**src/rtl/arith_core_32_pkg.sv**
```systemverilog
// Shared constants and the engine state type for the arith_core_32 block.
package arith_core_32_pkg;

   localparam int WIDTH = 32;
   localparam int ITERS = 32;
   localparam int CNT_W = $clog2(ITERS);

   typedef enum logic [1:0] {IDLE, BUSY, DONE} state_t;

endpackage

```
**src/rtl/arith_seq_ctrl.sv**
```systemverilog
// IDLE/BUSY/DONE sequencer shared by the multiply and divide engines.
// A stepping engine advances only when ena is high (valid); DONE is sticky until rst.
module arith_seq_ctrl
   import arith_core_32_pkg::*;
(
   input  logic   clk,
   input  logic   rst,
   input  logic   ena,
   output state_t state,
   output logic   dne,
   output logic   step,
   output logic   last
);

   logic [CNT_W-1:0] cnt;

   assign step = (state == BUSY) && ena;
   assign last = step && (cnt == CNT_W'(ITERS - 1));

   always_ff @(posedge clk) begin
      if (rst) begin
         state <= IDLE;
         cnt   <= '0;
         dne   <= 1'b0;
      end else begin
         unique case (state)
            IDLE: begin
               if (ena) begin
                  state <= BUSY;
                  cnt   <= '0;
               end
            end
            BUSY: begin
               if (last) begin
                  state <= DONE;
                  dne   <= 1'b1;
               end else if (step) begin
                  cnt <= cnt + 1'b1;
               end
            end
            default: ;
         endcase
      end
   end

endmodule

```
**src/rtl/arith_core_32.sv**
```systemverilog
// Combinational adder plus sequential shift-add multiplier and restoring divider.
// Each engine captures operands on its first enabled edge and iterates once per enabled edge.
module arith_core_32 #(
   parameter int WIDTH = arith_core_32_pkg::WIDTH
) (
   input  logic               clk,
   input  logic               rst,
   input  logic [WIDTH-1:0]   a,
   input  logic [WIDTH-1:0]   b,
   input  logic               c_in,
   input  logic               mul_ena,
   input  logic               div_ena,
   output logic [WIDTH-1:0]   s,
   output logic               c_out,
   output logic [2*WIDTH-1:0] p,
   output logic               mul_dne,
   output logic [WIDTH-1:0]   q,
   output logic [WIDTH-1:0]   r,
   output logic               div_dne
);
   import arith_core_32_pkg::*;

   assign {c_out, s} = {1'b0, a} + {1'b0, b} + {{WIDTH{1'b0}}, c_in};

   state_t mul_state, div_state;
   logic   mul_step, mul_last, div_step, div_last;

   arith_seq_ctrl u_mul_ctrl (
      .clk(clk), .rst(rst), .ena(mul_ena),
      .state(mul_state), .dne(mul_dne), .step(mul_step), .last(mul_last)
   );

   arith_seq_ctrl u_div_ctrl (
      .clk(clk), .rst(rst), .ena(div_ena),
      .state(div_state), .dne(div_dne), .step(div_step), .last(div_last)
   );

   // Multiplier: high half accumulates, low half starts as the multiplier and shifts out.
   logic [WIDTH-1:0]   mul_a;
   logic [2*WIDTH-1:0] prod;
   logic [WIDTH:0]     mul_sum;
   logic [2*WIDTH-1:0] mul_next;

   assign mul_sum  = {1'b0, prod[2*WIDTH-1:WIDTH]} + {1'b0, (prod[0] ? mul_a : {WIDTH{1'b0}})};
   assign mul_next = {mul_sum, prod[WIDTH-1:1]};

   always_ff @(posedge clk) begin
      if (rst) begin
         mul_a <= '0;
         prod  <= '0;
         p     <= '0;
      end else if ((mul_state == IDLE) && mul_ena) begin
         mul_a <= a;
         prod  <= {{WIDTH{1'b0}}, b};
      end else if (mul_step) begin
         prod <= mul_next;
         if (mul_last) p <= mul_next;
      end
   end

   // Divider: a zero divisor never borrows, which yields all-ones quotient and r = a.
   logic [WIDTH-1:0] div_b, div_rem, div_quo;
   logic [WIDTH:0]   div_shift, div_trial;
   logic             div_fits;
   logic [WIDTH-1:0] div_rem_next, div_quo_next;

   assign div_shift    = {div_rem, div_quo[WIDTH-1]};
   assign div_trial    = div_shift - {1'b0, div_b};
   assign div_fits     = ~div_trial[WIDTH];
   assign div_rem_next = div_fits ? div_trial[WIDTH-1:0] : div_shift[WIDTH-1:0];
   assign div_quo_next = {div_quo[WIDTH-2:0], div_fits};

   always_ff @(posedge clk) begin
      if (rst) begin
         div_b   <= '0;
         div_rem <= '0;
         div_quo <= '0;
         q       <= '0;
         r       <= '0;
      end else if ((div_state == IDLE) && div_ena) begin
         div_b   <= b;
         div_rem <= '0;
         div_quo <= a;
      end else if (div_step) begin
         div_rem <= div_rem_next;
         div_quo <= div_quo_next;
         if (div_last) begin
            q <= div_quo_next;
            r <= div_rem_next;
         end
      end
   end

endmodule

```
**config.mk**
```make
export PLATFORM = sky130hd
export DESIGN_NAME = arith_core_32
export DESIGN_NICKNAME = d
export VERILOG_FILES = /design/src/rtl/arith_core_32_pkg.sv /design/src/rtl/arith_seq_ctrl.sv /design/src/rtl/arith_core_32.sv
export SDC_FILE = /design/constraint.sdc
export NUM_CORES = 1
export LEC_CHECK = 0
export ABC_CLOCK_PERIOD_IN_PS = 5650
export CAP_MARGIN = 20
export CORE_ASPECT_RATIO = 0.7
export CORE_MARGIN = 5
export CORE_UTILIZATION = 52
export CTS_CLUSTER_SIZE = 10
export DETAILED_ROUTE_END_ITERATION = 12
export PLACE_DENSITY = 0.78
export RECOVER_POWER = 25
export SLEW_MARGIN = 10
export SYNTH_ARGS = -nofsm -noshare
export SYNTH_HDL_FRONTEND = slang
export SYNTH_SLANG_ARGS = --single-unit
```
**constraint.sdc**
```tcl
create_clock -name clk -period 5.65 [get_ports clk]
set_input_delay 1.13 -clock clk [delete_from_list [all_inputs] [get_ports clk]]
set_output_delay 1.13 -clock clk [all_outputs]
set_load 0.01 [all_outputs]
```
# After elaboration in Yosys (flattened, before gate mapping)
# Index checks and enable logic that the tools add are counted.
[op_classes] n_addsub=6 eq_ne=12 muxes=20 n_bitwise=3 reduce_logical=22
[ops] cell="2-to-1 mux 32 bit" count=6
[ops] cell="adder 32 x 32 -> 33 bit" count=2
[ops] cell="adder 33 x 1 -> 33 bit" count=1
[ops] cell="subtractor 33 x 32 -> 33 bit" count=1
[ops] cell="2-to-1 mux 5 bit" count=6
[ops] cell="one-hot mux 5 bit (2 select lines)" count=2
[ops] cell="!= test 2 bit, second input constant" count=6
[ops] cell="AND reduction 3 bit" count=4
[ops] cell="adder 5 x 1 -> 5 bit, second input constant" count=2
[ops] cell="equality test 5 bit, second input constant" count=2
[ops] cell="2-to-1 mux 2 bit" count=4
[ops] cell="one-hot mux 2 bit (2 select lines)" count=2
[ops] cell="AND reduction 4 bit" count=2
[ops] cell="nonzero test 2 bit" count=4
[ops] cell="logical AND 1 bit" count=6
[ops] cell="equality test 2 x 1 -> 1 bit, second input constant" count=2
[ops] cell="logical NOT 2 bit" count=2
[ops] cell="!= test 2 x 1 -> 1 bit, second input constant" count=2
[ops] cell="AND reduction 2 bit" count=2
[ops] cell="OR reduction 2 bit" count=2
[ops] cell="inverter 1 bit" count=3
[word_totals] reg_bits=336 out_inout_bits=163 word_cells=78

# Logic depth before layout (Yosys ltp)
[logic_depth] word_depth=5 ltp_mapped=14

# Cells and area by module
# From an unflattened synthesis, not the netlist that was laid out.
[unflattened] cells_unflattened=2136 area_unflattened_um2=17550.6
[by_module_without_submodules] module="arith_core_32" instances=1 cells_per_inst=2048 area_per_inst_um2=16772.3
[by_module_without_submodules] module="arith_seq_ctrl" instances=2 cells_per_inst=44 area_per_inst_um2=389.1

# Worst setup path before layout
# Ideal clock, no wire load.
[synth_path] path_kind="in2out" start="input port a[0]" end="output port c_out" t_arrival_ns=3.932 required_ns=4.520 path_slack_ns=0.588 cell_stages=11 path_buffers=0 cell_sequence="fa_1 -> fa_1 -> a211o_1 -> nand3_1 -> a31oi_1 -> o211ai_1 -> o311ai_0 -> a31oi_1 -> a31oi_1 -> a311oi_1 -> o21ai_0"
[synth_between] elab_chain_cells=2
[synth_rtl] item="start: declaration" line_no="arith_core_32.sv:8" text="input logic [WIDTH-1:0] a,"
[synth_rtl] item="adder 32 x 32 -> 33 bit" line_no="arith_core_32.sv:23" text="assign {c_out, s} = {1'b0, a} + {1'b0, b} + {{WIDTH{1'b0}}, c_in};"
[synth_rtl] item="adder 33 x 1 -> 33 bit" line_no="arith_core_32.sv:23"
[synth_rtl] item="end: declaration" line_no="arith_core_32.sv:14" text="output logic c_out,"
# Every way passes these cells.

# Worst setup path in the final report
[layout_path] start="input port b[0]" end="output port s[20]"
[layout_between] elab_chain_cells=2
[layout_rtl] item="start: declaration" line_no="arith_core_32.sv:9" text="input logic [WIDTH-1:0] b,"
[layout_rtl] item="adder 32 x 32 -> 33 bit" line_no="arith_core_32.sv:23"
[layout_rtl] item="adder 33 x 1 -> 33 bit" line_no="arith_core_32.sv:23"
[layout_rtl] item="end: declaration" line_no="arith_core_32.sv:13" text="output logic [WIDTH-1:0] s,"
# Every way passes these cells.

==> results.yml <==
global_routing:
  grt_util_met2_pct: 44.1
  grtUsageMet1_pct: 46.7
  grt_pass1_vias: 17115
  grt_max_degree: 120
  met3_usage_pct: 7.62
  overflow: 0
  grt_pass1_wl_mm: 99.4
  grt_use_total_pct: 30.8
  gr-max-usage-layer: "met1"
  antenna_found_initial: 4
layout:
  drive_above_1_share_pct: 7.66
  multi_input_area_um2: 11100
  syn_to_final_growth_pct: 22.5
  mostFrequentLayoutCells: "nand2_1, dfxtp_1, a21oi_1"
  nFillCells: 3004
  seq_area_um2: 6730
  nNetsFinal: 2740
  fin_util_pct: 65.0
  final_cells: 3045
  mostFrequentLayoutCell: "nand2_1"
timing:
  max_slew_margin_pct: -74.0
  setup_violations: 0
  slew_viol_final: 252
  max_freq_mhz: 179
  skew_ps: 13.8
  hold_violations: 0
  worst_slew_pin_slew_ps: 2610
  period_minus_slack_ps: 5570
  finalCritPeriodShare_pct: 98.7
pwr:
  swShare_pct: 30.9
  pwr-share-comb_pct: 23.5
  power.density_nw_per_um2: 271
  leakage_nw: 8.99
  p_int_mw: 4.25
  ir_worst_vdd_uv: 189
  p_clk_share_pct: 35.7
  switchingPower_mw: 1.90
  share_seq_of_total_power_pct: 40.8
clocking:
  cts_made_buffers: 39
  cts_max_path_buffers: 3
  clock_sinks: 336
  htree_num_levels: 2
  insertion_delay_ps: 540
  cts_tree: "done"
  clk_pin_slew_ps: 50
  holdBufCountCts: 0
  clockRootBuffer: "clkbuf_16"
synthesis:
  ys_ff_latch: 336
  ys_seq_area_share_pct: 36.3
  synth.distinct_cells: 82
  synth_flop_cell: "dfxtp_1"
  syn-num-nets: 2528
  synth_area_um2: 18500
  synthCells: 2356
  async_flop_share_pct: 0
  avgSynthCellArea_um2: 7.87
  synthesis.yosys.warnings: 0
  synth-edff-count: 0
detailed_routing:
  num_vias: 18400
  via_per_inst: 6.04
  ant_nets: 0
  drt-pass1-iter-count: 6
  route.detailed.drc: 0
  avgRoutedWirePerCell_um: 21.0
  drtIter0Drc: 1685
  drt_wl_total_mm: 64.0
die:
  ios: 232
  die_h_um: 168
  die_w_um: 236
  coreArea_um2: 34900
  dieArea_um2: 39600
  placementRows: 57
  start_util_pct: 53.1
status:
  violations: "max-capacitance violations, max-slew violations"
  outcome: "complete, but fails checks"
worst_setup_path:
  crit_type: "in2out"
  cp-startpoint: "b[0]"
  rrSetupSlack_ps: 1420
  regToRegStartpoint: "prod[0]"
  crit_path_end_kind: "output port"
  endpoint: "s[20]"
  r2r-end: "prod[57]"
  start_kind: "input pin"
  ff2ff_path_depth: 11
  worstPathMaxFanout: 2
  worst_ep_required_time_ps: 4520
  cp_data_arrival_time_ps: 4440
placement:
  dp_cells: 2992
  gp_congestion: 0.977
  port_buffers: 231
  dpl.hpwl_mm: 47.7
job:
  cap_viol_max_count: 3
hold_path:
  hold_path.class: "reg2reg"
-- synthesized netlist by cell type, types with 3 or more instances --
cell       instances  area share [%]
nand2_1          448             9.1
dfxtp_1          336              36
a21oi_1          274             7.4
nor2_1           159             3.2
clkbuf_1         127             2.6
a211oi_1         110             4.5
ha_1              99             6.7
nor3_1            70             1.9
mux2i_1           64             3.5
inv_1             59             1.2
o21ai_0           57             1.5
xnor2_1           52             2.5
and2_1            41             1.4
a21o_1            36             1.5
o21bai_1          36             1.5
nand3_1           32            0.86
o211ai_1          29             1.2
nor4_1            26            0.88
xor2_1            23             1.1
o31ai_1           22            0.89
nand4_1           20            0.67
nand2b_1          18            0.61
buf_2             17            0.46
and3_1            15            0.51
o21a_1            15            0.61
buf_1             14            0.28
a31oi_1           12            0.40
nor2b_1           12            0.40
nand3b_1          11            0.45
a22oi_1           10            0.40
o311ai_0           8            0.38
or4_1              7            0.28
a41oi_1            6            0.28
nor3b_1            6            0.24
or2_2              6            0.20
a211o_1            5            0.24
a311oi_1           5            0.24
fa_1               4            0.43
a2111o_1           3            0.18
a2111oi_0          3            0.14
a31o_2             3            0.14
a32o_1             3            0.16
nand4b_1           3            0.14
-- power groups by stage --
stage / Sequential (mW) / Combinational [mW] / Clock [mW]
after floorplan: 2.53 / 0.895 / 0
after global placement: 2.56 / 1.38 / 0
after detailed placement: 2.56 / 1.39 / 0
after CTS: 2.51 / 1.41 / 2.22
after global routing: 2.52 / 1.55 / 2.33
final: 2.51 / 1.44 / 2.19
-- flip-flops by register name, summed over array words and instances, names as in the netlist --
signal / flops
q: 32
u_mul_ctrl.cnt: 5
div_rem: 32
r: 32
div_b: 32
p: 64
u_mul_ctrl.state: 2
u_div_ctrl.state: 2
u_mul_ctrl.dne: 1
u_div_ctrl.dne: 1
div_quo: 32
u_div_ctrl.cnt: 5
prod: 64
mul_a: 32
-- routing by layer --
| layer | part of all wire (%) | routed length, um |
|---|---|---|
| met1 | 48 | 30700 |
| met2 | 41 | 26300 |
| met3 | 9.1 | 5800 |
| met4 | 1.8 | 1170 |
| met5 | 0.084 | 54 |
-- timing repair --
action                     in CTS  in global routing
pin swaps                       8                  9
setup endpoints to repair      17                 12
gates resized for setup        26                 10
buffers inserted                3                  2
-- through the flow --
| step | power [mW] | setup TNS [ps] | instance area, um2 | setup WS, ps | hold slack (ps) |
|---|---|---|---|---|---|
| after global routing | 6.39 | -0.678 | 22700 | -0.678 | 465 |
| final | 6.15 | 0 | 22700 | 75.4 | 449 |
| after global placement | 3.94 | -6790 | 21600 | -874 | 439 |
| after CTS | 6.14 | 0 | 22700 | 2.36 | 450 |
| after floorplan | 3.43 | 0 | 18500 | 588 | 432 |
| after detailed placement | 3.95 | -7210 | 21600 | -934 | 443 |
-- critical path: stages --
cell and delay (ps):
dlygate4sd2_1 270, fa_2 460, fa_2 370, a211o_1 330
nand3_2 110, a31oi_2 100, o211ai_1 310, o311ai_1 140
a31oi_1 180, buf_4 160, buf_4 110, xnor2_1 180
clkdlybuf4s50_1 610
-- cells by family (layout without fill, tap and decap cells) --
| group | Yosys count | count (layout) | share of synthesized area [%] |
|---|---|---|---|
| other cells | 0 | 2 | 0 |
| mux | 66 | 66 | 3.58 |
| xor+xnor | 75 | 75 | 3.54 |
| fa+ha+maj | 103 | 103 | 7.11 |
| compound gates | 669 | 669 | 23.3 |
| flops | 336 | 336 | 36.3 |
| simple gates | 887 | 887 | 21.6 |
| buf+inv | 220 | 435 | 4.65 |
-- layout make-up --
type / count / area share [%]
Tap cell: 472 / 2.60
Sequential cell: 336 / 29.6
Multi-Input combinational cell: 1800 / 48.8
Inverter: 59 / 0.975
Antenna cell: 2 / 0.0220
Clock inverter: 1 / 0.0386
Timing Repair Buffer: 332 / 13.6
Clock buffer: 43 / 4.36
-- how the worst min path moves through the flow --
stage,from,to,slack (ps),cells after the start
finish,mul_a[5],mul_a[5],450,2
global route,p[46],p[46],460,2
CTS,mul_a[0],mul_a[0],450,2
detailed placement,mul_a[0],mul_a[0],440,2
global placement,mul_a[19],mul_a[19],440,2
floorplan,mul_a[0],mul_a[0],430,2
Power figures use the tool's default switching activity.
